$ cat src/rtl/trim_sweep_ctrl.sv
// rtl/trim_sweep_ctrl.sv - trim code sequencer for the serial trim loader
//
// Purpose: loads a single trim code or sweeps CODE_START..CODE_END by
// CODE_STEP, handing each code to the loader and holding it for a dwell
// period so the bandgap output can settle and be measured. All timing runs
// on CLOCK_50 gated by a one-cycle TICK enable from an internal prescaler.
//
// Optional build macro: TRIM_LD_TIMEOUT_EN enables a loader watchdog that
// raises the sticky ERR flag and abandons the run if the loader stalls.
//
// Ports:
//   CLOCK_50    in   system clock
//   RST         in   asynchronous active-high reset
//   START       in   raw key level, rising edge starts a run (IDLE only)
//   ABORT       in   raw key level, rising edge aborts a run
//   MODE        in   0 = single load, 1 = sweep
//   CODE_START  in   first code
//   CODE_END    in   last code of a sweep
//   CODE_STEP   in   sweep increment
//   LD_ACK      in   loader accepted the request
//   LD_DONE     in   loader finished shifting (one-cycle pulse)
//   LD_REQ      out  load request
//   LD_CODE     out  code to load
//   CUR_CODE    out  last successfully loaded code
//   TICK        out  one-cycle prescaler pulse
//   BUSY        out  run in progress
//   DONE        out  one-cycle pulse at normal run end
//   ERR         out  sticky loader-timeout flag
//   STATE       out  state encoding for debug LEDs
module trim_sweep_ctrl #(
  parameter int WIDTH         = 12,
  parameter int CLK_DIV       = 12500000,
  parameter int SETTLE_TICKS  = 3,
  parameter int DWELL_TICKS   = 8,
  parameter int TIMEOUT_TICKS = 32
) (
  input  logic             CLOCK_50,
  input  logic             RST,
  input  logic             START,
  input  logic             ABORT,
  input  logic             MODE,
  input  logic [WIDTH-1:0] CODE_START,
  input  logic [WIDTH-1:0] CODE_END,
  input  logic [WIDTH-1:0] CODE_STEP,
  input  logic             LD_ACK,
  input  logic             LD_DONE,
  output logic             LD_REQ,
  output logic [WIDTH-1:0] LD_CODE,
  output logic [WIDTH-1:0] CUR_CODE,
  output logic             TICK,
  output logic             BUSY,
  output logic             DONE,
  output logic             ERR,
  output logic [2:0]       STATE
);

  typedef enum logic [2:0] {
    S_IDLE    = 3'd0,
    S_ARM     = 3'd1,
    S_ISSUE   = 3'd2,
    S_WAIT_LD = 3'd3,
    S_DWELL   = 3'd4,
    S_NEXT    = 3'd5,
    S_FINISH  = 3'd6
  } state_t;

  localparam int PW = (CLK_DIV > 1) ? $clog2(CLK_DIV) : 1;

  state_t           r_state;
  logic [PW-1:0]    r_presc;
  logic [2:0]       r_start_sync;
  logic [2:0]       r_abort_sync;
  logic [31:0]      r_tcnt;
  logic [WIDTH-1:0] r_cur;
  logic [WIDTH-1:0] r_cur_code;
  logic [WIDTH-1:0] r_end;
  logic [WIDTH-1:0] r_step;
  logic             r_mode;

  logic             w_tick;
  logic             w_start_edge;
  logic             w_abort_edge;
  logic             w_settle_hit;
  logic             w_dwell_hit;
  logic [WIDTH:0]   w_next;
  logic             w_last;
  logic             w_wd_expire;

  // Free-running prescaler; TICK is the terminal count.
  assign w_tick = (r_presc == PW'(CLK_DIV - 1));

  always_ff @(posedge CLOCK_50 or posedge RST) begin
    if (RST) begin
      r_presc <= '0;
    end else if (w_tick) begin
      r_presc <= '0;
    end else begin
      r_presc <= r_presc + 1'b1;
    end
  end

  // Bits [1:0] synchronise the raw key, bit [2] holds the previous sample
  // for rising-edge detection.
  always_ff @(posedge CLOCK_50 or posedge RST) begin
    if (RST) begin
      r_start_sync <= '0;
      r_abort_sync <= '0;
    end else begin
      r_start_sync <= {r_start_sync[1:0], START};
      r_abort_sync <= {r_abort_sync[1:0], ABORT};
    end
  end

  assign w_start_edge = r_start_sync[1] & ~r_start_sync[2];
  assign w_abort_edge = r_abort_sync[1] & ~r_abort_sync[2];

  // A zero count exits immediately; otherwise exit on the tick that
  // completes the count.
  assign w_settle_hit = (SETTLE_TICKS == 0) ||
                        (w_tick && (r_tcnt + 32'd1 == 32'(SETTLE_TICKS)));
  assign w_dwell_hit  = (DWELL_TICKS == 0) ||
                        (w_tick && (r_tcnt + 32'd1 == 32'(DWELL_TICKS)));

  // One extra bit catches wrap-around so the sweep never restarts at 0.
  assign w_next = {1'b0, r_cur} + {1'b0, r_step};
  assign w_last = !r_mode || (r_step == '0) || w_next[WIDTH] ||
                  (w_next > {1'b0, r_end});

`ifdef TRIM_LD_TIMEOUT_EN
  logic [31:0] r_wdog;
  logic        r_err;
  logic        w_in_ld;

  assign w_in_ld     = (r_state == S_ISSUE) || (r_state == S_WAIT_LD);
  assign w_wd_expire = w_in_ld && ((TIMEOUT_TICKS == 0) ||
                       (w_tick && (r_wdog + 32'd1 == 32'(TIMEOUT_TICKS))));

  // ISSUE is only entered from outside the loader states, so clearing the
  // watchdog whenever we are outside them clears it on every ISSUE entry.
  always_ff @(posedge CLOCK_50 or posedge RST) begin
    if (RST) begin
      r_wdog <= '0;
      r_err  <= 1'b0;
    end else begin
      if (!w_in_ld) begin
        r_wdog <= '0;
      end else if (w_tick) begin
        r_wdog <= r_wdog + 32'd1;
      end
      if ((r_state == S_IDLE) && w_start_edge) begin
        r_err <= 1'b0;
      end else if (w_wd_expire && !w_abort_edge) begin
        r_err <= 1'b1;
      end
    end
  end

  assign ERR = r_err;
`else
  localparam int unused_timeout_ticks = TIMEOUT_TICKS;
  assign w_wd_expire = 1'b0;
  assign ERR         = 1'b0;
`endif

  always_ff @(posedge CLOCK_50 or posedge RST) begin
    if (RST) begin
      r_state    <= S_IDLE;
      r_tcnt     <= '0;
      r_cur      <= '0;
      r_cur_code <= '0;
      r_end      <= '0;
      r_step     <= '0;
      r_mode     <= 1'b0;
    end else if (w_abort_edge && (r_state != S_IDLE)) begin
      // Abort outranks any loader handshake in the same cycle.
      r_state <= S_IDLE;
      r_tcnt  <= '0;
    end else if (w_wd_expire) begin
      r_state <= S_IDLE;
      r_tcnt  <= '0;
    end else begin
      case (r_state)
        S_IDLE: begin
          if (w_start_edge) begin
            r_cur   <= CODE_START;
            r_end   <= CODE_END;
            r_step  <= CODE_STEP;
            r_mode  <= MODE;
            r_tcnt  <= '0;
            r_state <= S_ARM;
          end
        end
        S_ARM: begin
          if (w_settle_hit) begin
            r_tcnt  <= '0;
            r_state <= S_ISSUE;
          end else if (w_tick) begin
            r_tcnt <= r_tcnt + 32'd1;
          end
        end
        S_ISSUE: begin
          // An LD_DONE coinciding with LD_ACK is not looked at here.
          if (LD_ACK) begin
            r_state <= S_WAIT_LD;
          end
        end
        S_WAIT_LD: begin
          if (LD_DONE) begin
            r_cur_code <= r_cur;
            r_tcnt     <= '0;
            r_state    <= S_DWELL;
          end
        end
        S_DWELL: begin
          if (w_dwell_hit) begin
            r_tcnt  <= '0;
            r_state <= S_NEXT;
          end else if (w_tick) begin
            r_tcnt <= r_tcnt + 32'd1;
          end
        end
        S_NEXT: begin
          if (w_last) begin
            r_state <= S_FINISH;
          end else begin
            r_cur   <= w_next[WIDTH-1:0];
            r_state <= S_ISSUE;
          end
        end
        S_FINISH: begin
          r_state <= S_IDLE;
        end
        default: begin
          r_state <= S_IDLE;
        end
      endcase
    end
  end

  // Outputs decode the state register directly, so reset clears them at once.
  assign LD_REQ   = (r_state == S_ISSUE);
  assign LD_CODE  = r_cur;
  assign CUR_CODE = r_cur_code;
  assign TICK     = w_tick;
  assign BUSY     = (r_state != S_IDLE);
  assign DONE     = (r_state == S_FINISH);
  assign STATE    = r_state;

endmodule

$ cat config.mk
export PLATFORM = sky130hd
export DESIGN_NAME = trim_sweep_ctrl
export DESIGN_NICKNAME = d
export VERILOG_FILES = /design/src/rtl/trim_sweep_ctrl.sv
export SDC_FILE = /design/constraint.sdc
export NUM_CORES = 1
export LEC_CHECK = 0
export CELL_PAD_IN_SITES_DETAIL_PLACEMENT = 0
export CELL_PAD_IN_SITES_GLOBAL_PLACEMENT = 1
export CORE_MARGIN = 10
export CORE_UTILIZATION = 37
export CTS_CLUSTER_DIAMETER = 200
export CTS_CLUSTER_SIZE = 16
export DETAILED_ROUTE_END_ITERATION = 10
export PLACE_DENSITY = 0.65
export SYNTH_ARGS = -nofsm -noshare
export SYNTH_HDL_FRONTEND = slang
export SYNTH_SLANG_ARGS = --single-unit
export TNS_END_PERCENT = 1
$ cat constraint.sdc
create_clock -name CLOCK_50 -period 6.05 [get_ports CLOCK_50]
set_clock_uncertainty 0.1 [all_clocks]
set_input_delay 1.21 -clock CLOCK_50 [delete_from_list [all_inputs] [get_ports CLOCK_50]]
set_output_delay 1.21 -clock CLOCK_50 [all_outputs]
set_load 0.01 [all_outputs]
==> metrics.md, run 1 <==
| Metric | Value |
|---|---|
| Routed Wire Length | `18240 µm` |
| RSZ-0062 raised after global routing | `no` |
| Largest family of logic cells by synthesized area | `simple AND/OR/NAND/NOR gates` |
| Clock sinks | `~110` |
| Synth top area share | `0.4133` |
| WP data required | `~6300 ps` |
| Initial core utilization | `0.3804` |
| Number of gates resized after CTS | `0` |
| Largest net degree at the start of global routing | `approximately 80` |
| Post-route cell area | `approximately 8300 µm²` |
| Area delta synth->final | `20.90%` |
| Layout cells sized above 1 | `0.1427` |
| Setup violators final | `0` |
| M1 GR Usage | `0.2003` |
| Total iterations of the first detailed-routing run | `5` |
| Period utilisation layout | `0.7743` |
| Row count | `49` |
| Register bit count reported by yosys | `about 110` |
| Yosys cell types | `63` |
| Critical Path Source | `LD_CODE[0]` |
| Post-Synth XOR/XNOR Area | `0.05837` |
| Final Power | `about 4 mW` |
| Gr busiest metal | `met2` |
| Met3 Track Usage GR | `0.04578` |
| DIE HEIGHT | `about 160 µm` |
| Initial antenna violation count | `0` |
| Sum Neg Setup Slack | `0 ps` |
| Post-synth top flop | `dfrtp_1` |
| Pleak | `about 3.6 nW` |
| First-pass GRT wire length | `roughly 30000 µm` |
| Crit end category | `flop` |
| TritonCTS clock tree | `yes` |
| Asr flop ratio synth | `1.000` |
| Placeable Area | `18150 µm²` |
| Total gr overflow | `0` |
| Die Width | `between 150 and 200 µm` |
| # Post-CTS Setup Buffers | `0` |
| Root buf cell | `clkbuf_16` |
| Max Fclk | `~210 MHz` |
| DRC errors left | `0` |
| CTS Hold Buffers Added | `0` |
| # diodes | `0` |
| Fillers | `about 1700` |
| Dpl cell area | `7799 µm²` |
| Critical path class | `flop to flop` |
| Vias/cell | `approximately 5.4` |
| Area occupied by registers | `around 2900 µm²` |
| Worst VDD drop | `roughly 0.25 mV` |
| Vias in the first global route | `around 5800` |
| Netlist Area Pre-Place | `a little under 7000 µm²` |
| All-Layer GR Usage | `0.1553` |
| HP Start | `r_abort_sync[0]` |
| CTS clk-pin slew, worst paths | `60 ps` |
| Data arrival time of the worst path | `around 4900 ps` |
| Complex-gate fraction of the synthesized area | `0.1126` |
| Min-delay worst type | `flop to flop` |
| Mapped Nets | `approximately 800` |
| Area of the multi-input gates | `~3800 µm²` |
| Post-synthesis sequential area ratio | `0.4133` |
| Layout Nets | `844` |
| Worst Tran Pin Value | `around 1200 ps` |
| Post-Syn Instances | `approximately 720` |
| Max Cap Viol | `0` |
| Mux cell area share after synthesis | `0.1091` |
| Fraction of the mapped netlist area in simple logic gates | `0.2086` |
| Die ar. | `approximately 25000 µm²` |
| Final min period | `4685 ps` |
| Synthesized-area fraction occupied by adder cells | `0.05365` |
| DP HPWL | `12950 µm` |
| Launch point of the worst reg-to-reg path | `LD_CODE[0]` |
| Ys Warns | `0` |
| I/O Buffers | `73` |
| Pwr Density | `between 400 and 500 nW/µm²` |
| Gpl congestion | `~0.86` |
| Via count | `~5500` |
| Post-DRT Antenna Nets | `0` |
| I/O pin count | `75` |
| Fin. max-slew vios | `0` |
| Clock Latency Late Sink | `about 420 ps` |
| Met2 track demand over resource | `0.2488` |
| CTS Buf Count | `17` |
| Mean post-synth cell area | `9.641 µm²` |
| Max clock buf depth | `2` |
| Synth area leaders | `dfrtp_1, mux2_2, ha_1, nand2_1, xnor2_1` |
| DR WL/cell | `around 18 µm` |
| Fin util | `0.4599` |
| Synth area leader | `dfrtp_1` |
| Hold Violations, Final | `0` |
| CP startpoint kind | `flop` |
| Post-synth EDFFs | `0` |
| Slew Limit Headroom | `0.1899` |
| Number of H-tree levels | `4` |
| 1st-iter DRT viols | `240` |
| Critical Path Fanout Max | `12` |
| Status | `complete, no violations` |
[sequential cells by signal (all words and copies together) (netlist names)]
register      cells
CUR_CODE         12
LD_CODE          12
r_start_sync      3
r_presc          24
STATE             3
r_mode            1
r_tcnt           32
r_end            12
r_abort_sync      3
r_step           12
[metal layers]
metal  vias to the layer above  part of all wire
li1                       2702                 -
met1                      2695              0.47
met2                       103              0.47
met3                        14             0.048
met4                         0            0.0095
met5                         -                 0
[Yosys cell counts, drive strengths merged, types with 2 or more instances]
master  number
dfrtp      114
mux2        58
nand2       58
nor2        50
nand3       39
inv         32
ha          28
nand4       27
a21oi       25
clkbuf      25
o21ai       24
xnor2       24
xor2        22
or3         18
buf         17
and3        14
nor3        13
nor4        11
mux2i       10
a31oi        9
o31ai        9
a211oi       8
and4         6
nand2b       6
a21o         5
o211ai       5
or2          5
a211o        4
and2         4
nor2b        4
o211a        4
o41ai        4
nand4b       3
o21a         3
o21bai       3
o22ai        3
a221o        2
a22oi        2
and4b        2
nand3b       2
nor3b        2
or4          2
[report_power, final]
group	total (mW)	leakage [nW]	internal, mW	switching, mW
Sequential	1.11	1.46	0.940	0.174
Clock	0.933	0.259	0.532	0.402
Combinational	1.90	1.85	0.876	1.03
Total	3.95	3.56	2.35	1.60
[worst max-delay path: stages (launching register included)]
cell,delay (ps)
dfrtp_1,400
ha_1,250
fa_1,410
a21oi_1,200
o211ai_1,150
o41ai_1,500
o21ai_1,200
xor2_1,190
ha_1,300
a21o_1,170
a21o_1,180
a211oi_1,290
nand2b_1,80
o21ai_0,130
o21ai_0,170
o31ai_2,200
buf_4,270
mux2_2,360
[cell usage in the layout (no fill, tap or decap), types with 18 or more instances in the layout]
cell               n
nor2_1            50
clkdlybuf4s50_1   73
a21oi_1           25
xnor2_1           24
xor2_1            22
o21ai_0           20
ha_1              28
or3_1             18
nand2_1           58
dfrtp_1          114
nand3_1           37
inv_1             31
mux2_2            55
nand4_1           25
[logic make-up (layout without fill, tap and decap cells)]
group           Yosys count  in the layout
simple gates            268            268
compound gates          116            116
flops                   114            114
buf+inv                  74            143
mux                      68             68
xor+xnor                 46             46
fa+ha+maj                29             29
other cells               1              1
[cell type report]
type                    count  share of cell area
clock inverters            15             0.01454
clock buffers              17             0.05097
flip-flops and latches    114              0.3418
inverters                  32             0.01469
well taps                 229             0.03433
repair buffers             79             0.09295
multi-input cells         528              0.4507
[worst paths after layout]
kind | to | slack [ps] | depth (start not counted)
worst min-delay path | r_abort_sync[1] | 250 | 0
max in group asynchronous | r_tcnt[15] | 3510 | 3
min in group asynchronous | CUR_CODE[2] | 1270 | 2
worst max register to register | LD_CODE[3] | 1370 | 17
worst max-delay path | LD_CODE[3] | 1370 | 17
worst min register to register | r_abort_sync[1] | 250 | 0
[stage by stage]
step | hold WS, ps | worst slack (ps) | cells
floorplan | 231.2 | 1669 | 716
global placement | 238.9 | 1499 | 982
detailed placement | 235.5 | 1384 | 982
CTS | 259.7 | 1368 | 1014
global route | 264.0 | 979.6 | 1014
finish | 253.0 | 1365 | 1014
Note: power is estimated with default switching activity, not from simulation.
==> inputs of run 2 (changes only) <==
Clock period 6.05 ns to 4.82 ns, I/O delays scaled along.
==> run 2 against run 1 <==
Compared with the run above: count of clock-buffer cells in the layout grew 1; die area is the same; register-to-register slack got worse by 1100 ps; power up 31%; sequential power increased by 27%; maximum frequency increased by 3.3%; global-route usage up 0.21 points; cell count increased by 0.79%; combinational power increased by 32%; design area is 1.6% higher; non-clock buffer count is 8 higher; sequential share of layout area fell by 0.55 points.
==> metrics.md, run 2 (synthesis results as in run 1) <==
| Metric | Value |
|---|---|
| Met3 Track Usage GR | `0.04550` |
| Crit path buf inv count | `2` |
| Layout cells sized above 1 | `0.1589` |
| Largest Register | `r_tcnt` |
| Dpl cell area | `between 7000 and 8000 µm²` |
| DRC errors left | `0` |
| Largest net degree at the start of global routing | `between 60 and 70` |
| Post-route cell area | `between 8000 and 9000 µm²` |
| DIE HEIGHT | `156.6 µm` |
| Pwr Density | `around 610 nW/µm²` |
| Leading cell type in the layout, fill and taps excluded | `dfrtp_1` |
| Status | `complete, no violations` |
| Die ar. | `approximately 25000 µm²` |
| Area delta synth->final | `22.87%` |
| Routed Wire Length | `18720 µm` |
| M1 GR Usage | `0.2007` |
| Crit end category | `flop` |
| Worst VDD drop | `about 0.33 mV` |
| Via count | `around 5600` |
| CTS Hold Buffers Added | `0` |
| Setup violators final | `0` |
| Crit-path leading delay family | `compound AO/OA/AOI/OAI gates` |
| DR WL/cell | `18.31 µm` |
| Largest registers | `r_tcnt: 32 flops, r_presc: 24 flops` |
| Max Fclk | `between 200 and 250 MHz` |
| Fin. max-slew vios | `0` |
| CP startpoint kind | `flop` |
| Row count | `~50` |
| Total iterations of the first detailed-routing run | `4` |
| Met2 track demand over resource | `0.2541` |
| First-pass GRT wire length | `approximately 31000 µm` |
| Gpl congestion | `0.8402` |
| Slew Limit Headroom | `0.2422` |
| Placeable Area | `about 18000 µm²` |
| Post-DRT Antenna Nets | `0` |
| Initial core utilization | `0.3804` |
| Hold Violations, Final | `0` |
| Data arrival time of the worst path | `4730 ps` |
| Period utilisation layout | `0.9407` |
| Post-route insts no fill | `between 1000 and 1500` |
| # diodes | `0` |
| Max Cap Viol | `0` |
| Layout Nets | `about 850` |
| Critical path class | `flop to flop` |
| Largest stage delay, worst path | `around 450 ps` |
| CTS Buf Count | `17` |
| Pre-CTS WS | `a little over 60 ps` |
| Vias in the first global route | `~6000` |
| Number of H-tree levels | `4` |
| Max clock buf depth | `2` |
| Commonest cells after routing, fill and taps aside | `dfrtp_1, clkdlybuf4s50_1, nand2_1` |
| Root buf cell | `clkbuf_16` |
| Critical Path Fanout Max | `6` |
| Pleak | `approximately 3.6 nW` |
| 1st-iter DRT viols | `297` |
| Setup ws final | `around 290 ps` |
| CTS clk-pin slew, worst paths | `60 ps` |
| Vias/cell | `approximately 5.5` |
| RSZ-0062 raised after global routing | `no` |
| Min-delay worst type | `flop to flop` |
| Gr busiest metal | `met2` |
| Die Width | `approximately 160 µm` |
| Worst Tran Pin Value | `about 1100 ps` |
| Clock sinks | `~110` |
| Initial antenna violation count | `0` |
| Total gr overflow | `0` |
| Crit-path cells | `ha_1 > a211oi_1 > o21bai_1 > a31oi_1 > o21ai_0 > o41ai_2 > xnor2_1 > ha_1 > a21o_1 > a211oi_2 > nand2b_1 > o21ai_0 > o21ai_1 > o31ai_2 > buf_4 > buf_6 > mux2_2` |
| Post-Place Cells | `a little under 1000` |
| Final Power | `~5.2 mW` |
| Max reg flops | `32` |
| DP HPWL | `about 13000 µm` |
| WP data required | `around 5000 ps` |
| Final min period | `~4500 ps` |
| All-Layer GR Usage | `0.1575` |
| Sum Neg Setup Slack | `0 ps` |
| I/O Buffers | `73` |
| I/O pin count | `between 70 and 80` |
| CP max stage cell | `dfrtp_1` |
| Clock Latency Late Sink | `420 ps` |
| TritonCTS clock tree | `yes` |
run 2: changes by cell type in the layout (fill, tap and decap cells not counted), sizes merged:
cell	previous run	this run
buf	6	13
clkbuf	17	19
clkinvlp	4	5
inv	39	36
clkinv	4	3
bufinv	0	2
run 2: path summary, 6_finish.rpt:
| kind | from | to | slack [ps] | cells past startpoint |
|---|---|---|---|---|
| worst min register to register | r_abort_sync[0] | r_abort_sync[1] | 250 | 0 |
| min in group asynchronous | RST | r_presc[9] | 990 | 2 |
| worst max register to register | LD_CODE[1] | LD_CODE[4] | 290 | 17 |
| worst min-delay path | r_abort_sync[0] | r_abort_sync[1] | 250 | 0 |
| max in group asynchronous | RST | LD_CODE[9] | 2720 | 3 |
| worst max-delay path | LD_CODE[1] | LD_CODE[4] | 290 | 17 |
run 2: area by class of cell:
| type | instances | area, µm² |
|---|---|---|
| clock inverter | 14 | 151.4 |
| sequential | 114 | 2853 |
| multi-input combinational | 528 | 3790 |
| inverter | 32 | 122.6 |
| timing repair buffer | 87 | 839.6 |
| clock buffer | 18 | 439.2 |
| fill | 1690 | 9666 |
| tap | 229 | 286.5 |
run 2: what timing repair did:
item / 4_1_cts / 5_1_grt
setup endpoints to repair: 1 / 12
resized for setup: 1 / 8
buffers inserted: 0 / 4
cloned: 0 / 1
pin swaps: 0 / 6
run 2: routing by layer:
| metal | vias up | part of all wire | wire length [µm] |
|---|---|---|---|
| li1 | 2718 | - | - |
| met1 | 2767 | 0.47 | 8823 |
| met2 | 103 | 0.47 | 8807 |
| met3 | 18 | 0.046 | 852 |
| met4 | 0 | 0.013 | 234 |
| met5 | - | 0 | 0 |
run 2: worst register-to-register path, delay by kind of cell (launching register included):
| family | cells | cell delay (ps) |
|---|---|---|
| DFF | 1 | 450 |
| adders and majority gates | 2 | 650 |
| xor gates and xnor gates | 1 | 200 |
| AOI/OAI and AO/OA | 10 | 2300 |
| muxes | 1 | 340 |
| and+or+nand+nor | 1 | 80 |
| buffers and inverters | 2 | 300 |
run 2: where the power goes:
| part | total [mW] | switching, mW | leakage [nW] | internal, mW |
|---|---|---|---|---|
| logic | 2.50 | 1.32 | 1.89 | 1.18 |
| clock network | 1.26 | 0.483 | 0.276 | 0.778 |
| registers | 1.41 | 0.227 | 1.46 | 1.18 |
run 2: per-stage QoR:
stage,utilization,hold WS (ps)
5_1_grt,0.4674,268.7
3_5_place_dp,0.4310,241.2
6_report,0.4674,251.3
4_1_cts,0.4639,254.5
2_1_floorplan,-,231.2
3_3_place_gp,0.4310,240.1
==> inputs of run 3 (changes only) <==
Settings changed: CORE_MARGIN 10 to 2, CORE_UTILIZATION 37 to 44, PLACE_DENSITY 0.65 to 0.76.
==> run 3 against run 2 <==
Compared with the run above: first-iteration DRC count fell by 11%; design area fell by 0.77%; sequential share of layout area rose by 0.26 points; largest power group unchanged; combinational power fell by 2%; largest cell class unchanged; worst hold slack got worse by 8.3 ps; maximum frequency fell by 0.85%; die area fell by 32%; setup slack got worse by 39 ps; critical endpoint is now LD_CODE[3].
==> metrics.md, run 3 (synthesis results as in run 1) <==
| Metric | Value |
|---|---|
| DRC errors left | `0` |
| Period utilisation layout | `0.9487` |
| Pleak | `approximately 3.6 nW` |
| Post-route insts no fill | `1000` |
| Leading cell type in the layout, fill and taps excluded | `dfrtp_1` |
| Clock Latency Late Sink | `roughly 420 ps` |
| Status | `complete, no violations` |
| Number of cells on the worst hold path | `0` |
| CTS Buf Count | `17` |
| Slew Limit Headroom | `0.2952` |
| First-pass GRT wire length | `between 20000 and 30000 µm` |
| Pre-CTS WS | `between 100 and 150 ps` |
| Row count | `45` |
| Number of H-tree levels | `4` |
| Die ar. | `between 15000 and 20000 µm²` |
| Via count | `around 5700` |
| I/O Buffers | `between 70 and 80` |
| DIE HEIGHT | `between 100 and 150 µm` |
| Initial antenna violation count | `0` |
| DP HPWL | `12070 µm` |
| Post-Place Cells | `967` |
| Worst VDD drop | `between 0.3 and 0.4 mV` |
| # diodes | `0` |
| Vias/cell | `between 5 and 6` |
| Hold Violations, Final | `0` |
| Dpl cell area | `approximately 7800 µm²` |
| Fin. max-slew vios | `0` |
| Total gr overflow | `0` |
| CP startpoint kind | `flop` |
| DR WL/cell | `17.20 µm` |
| Critical Path Fanout Max | `12` |
| Total iterations of the first detailed-routing run | `5` |
| Post-route cell area | `8417 µm²` |
| Vias in the first global route | `between 5000 and 6000` |
| Largest Register | `r_tcnt` |
| Die Width | `between 100 and 150 µm` |
| All-Layer GR Usage | `0.2183` |
| I/O pin count | `75` |
| TritonCTS clock tree | `yes` |
| Post-DRT Antenna Nets | `0` |
| Commonest cells after routing, fill and taps aside | `dfrtp_1, clkdlybuf4s50_1, nand2_1` |
| Fin util | `0.5516` |
| WP data required | `5020 ps` |
| Clock sinks | `114` |
| Worst Tran Pin Value | `~1100 ps` |
| Final hold slack | `~240 ps` |
| Layout Nets | `848` |
| Largest net degree at the start of global routing | `49` |
| Initial core utilization | `0.4524` |
| Setup violators final | `0` |
| Gpl congestion | `roughly 0.85` |
| Root buf cell | `clkbuf_16` |
| Max reg flops | `32` |
| Final min period | `about 4600 ps` |
| Critical path class | `flop to flop` |
| Placeable Area | `around 15000 µm²` |
| Area delta synth->final | `21.93%` |
| Routed Wire Length | `17200 µm` |
| Min-delay worst type | `flop to flop` |
| Max Cap Viol | `0` |
| 1st-iter DRT viols | `264` |
| Max Fclk | `218.7 MHz` |
| Fillers | `around 1300` |
| Layout cells sized above 1 | `0.1483` |
| R2R setup slack | `250 ps` |
| Largest registers | `r_tcnt: 32 flops, r_presc: 24 flops` |
| Pwr Density | `~610 nW/µm²` |
| Crit end category | `flop` |
| Worst r2r path cells | `17` |
| Data arrival time of the worst path | `between 4000 and 5000 ps` |
| Setup ws final | `~250 ps` |
| CTS clk-pin slew, worst paths | `approximately 60 ps` |
| Max clock buf depth | `2` |
-- run 3: power breakdown --
group	switching, mW	internal (mW)
Clock	0.492	0.782
Combinational	1.31	1.14
Sequential	0.217	1.18
Total	2.02	3.11
-- run 3: path summary, 6_finish.rpt --
kind	start	end
worst max-delay path	LD_CODE[0]	LD_CODE[3]
worst min-delay path	r_abort_sync[0]	r_abort_sync[1]
worst max register to register	LD_CODE[0]	LD_CODE[3]
min in group asynchronous	RST	CUR_CODE[2]
worst min register to register	r_abort_sync[0]	r_abort_sync[1]
max in group asynchronous	RST	r_tcnt[18]
-- run 3: layout make-up --
class / count / area (µm²) / area share
well taps: 211 / 264.0 / 0.03137
flip-flops and latches: 114 / 2853 / 0.3389
clock inverters: 13 / 151.4 / 0.01799
clock buffers: 19 / 442.9 / 0.05262
repair buffers: 83 / 809.5 / 0.09618
multi-input cells: 528 / 3774 / 0.4483
inverters: 32 / 122.6 / 0.01457
-- run 3: layer usage --
layer,wire (µm),GRT usage,vias to the layer above
li1,-,-,2719
met1,8005,0.2954,2770
met5,0,0,-
met2,7970,0.3390,146
met4,271,0.07801,0
met3,949,0.05780,18
-- run 3: critical path, cell delays in order (launching register included) --
cell	delay, ps
dfrtp_1	410
ha_1	250
fa_1	420
a21oi_1	200
o211ai_1	160
o41ai_2	370
o21ai_1	180
xor2_1	190
ha_1	320
a21o_1	170
a21o_1	210
a211oi_2	240
nand2b_1	80
o21ai_0	190
o21ai_0	180
o31ai_2	230
buf_6	210
mux2_2	350
-- run 3: repair_timing --
action	4_1_cts	5_1_grt
resized for setup	0	3
hold endpoints to repair	0	0
hold buffers	0	0
buffers inserted	0	1
endpoints found under the setup margin	0	12
-- run 3: metrics by stage --
step / power (mW) / TNS (ps)
after floorplan: 2.954 / 0
after global placement: 3.694 / 0
after detailed placement: 3.762 / 0
after CTS: 5.085 / 0
after global routing: 5.503 / -74.51
final: 5.122 / 0
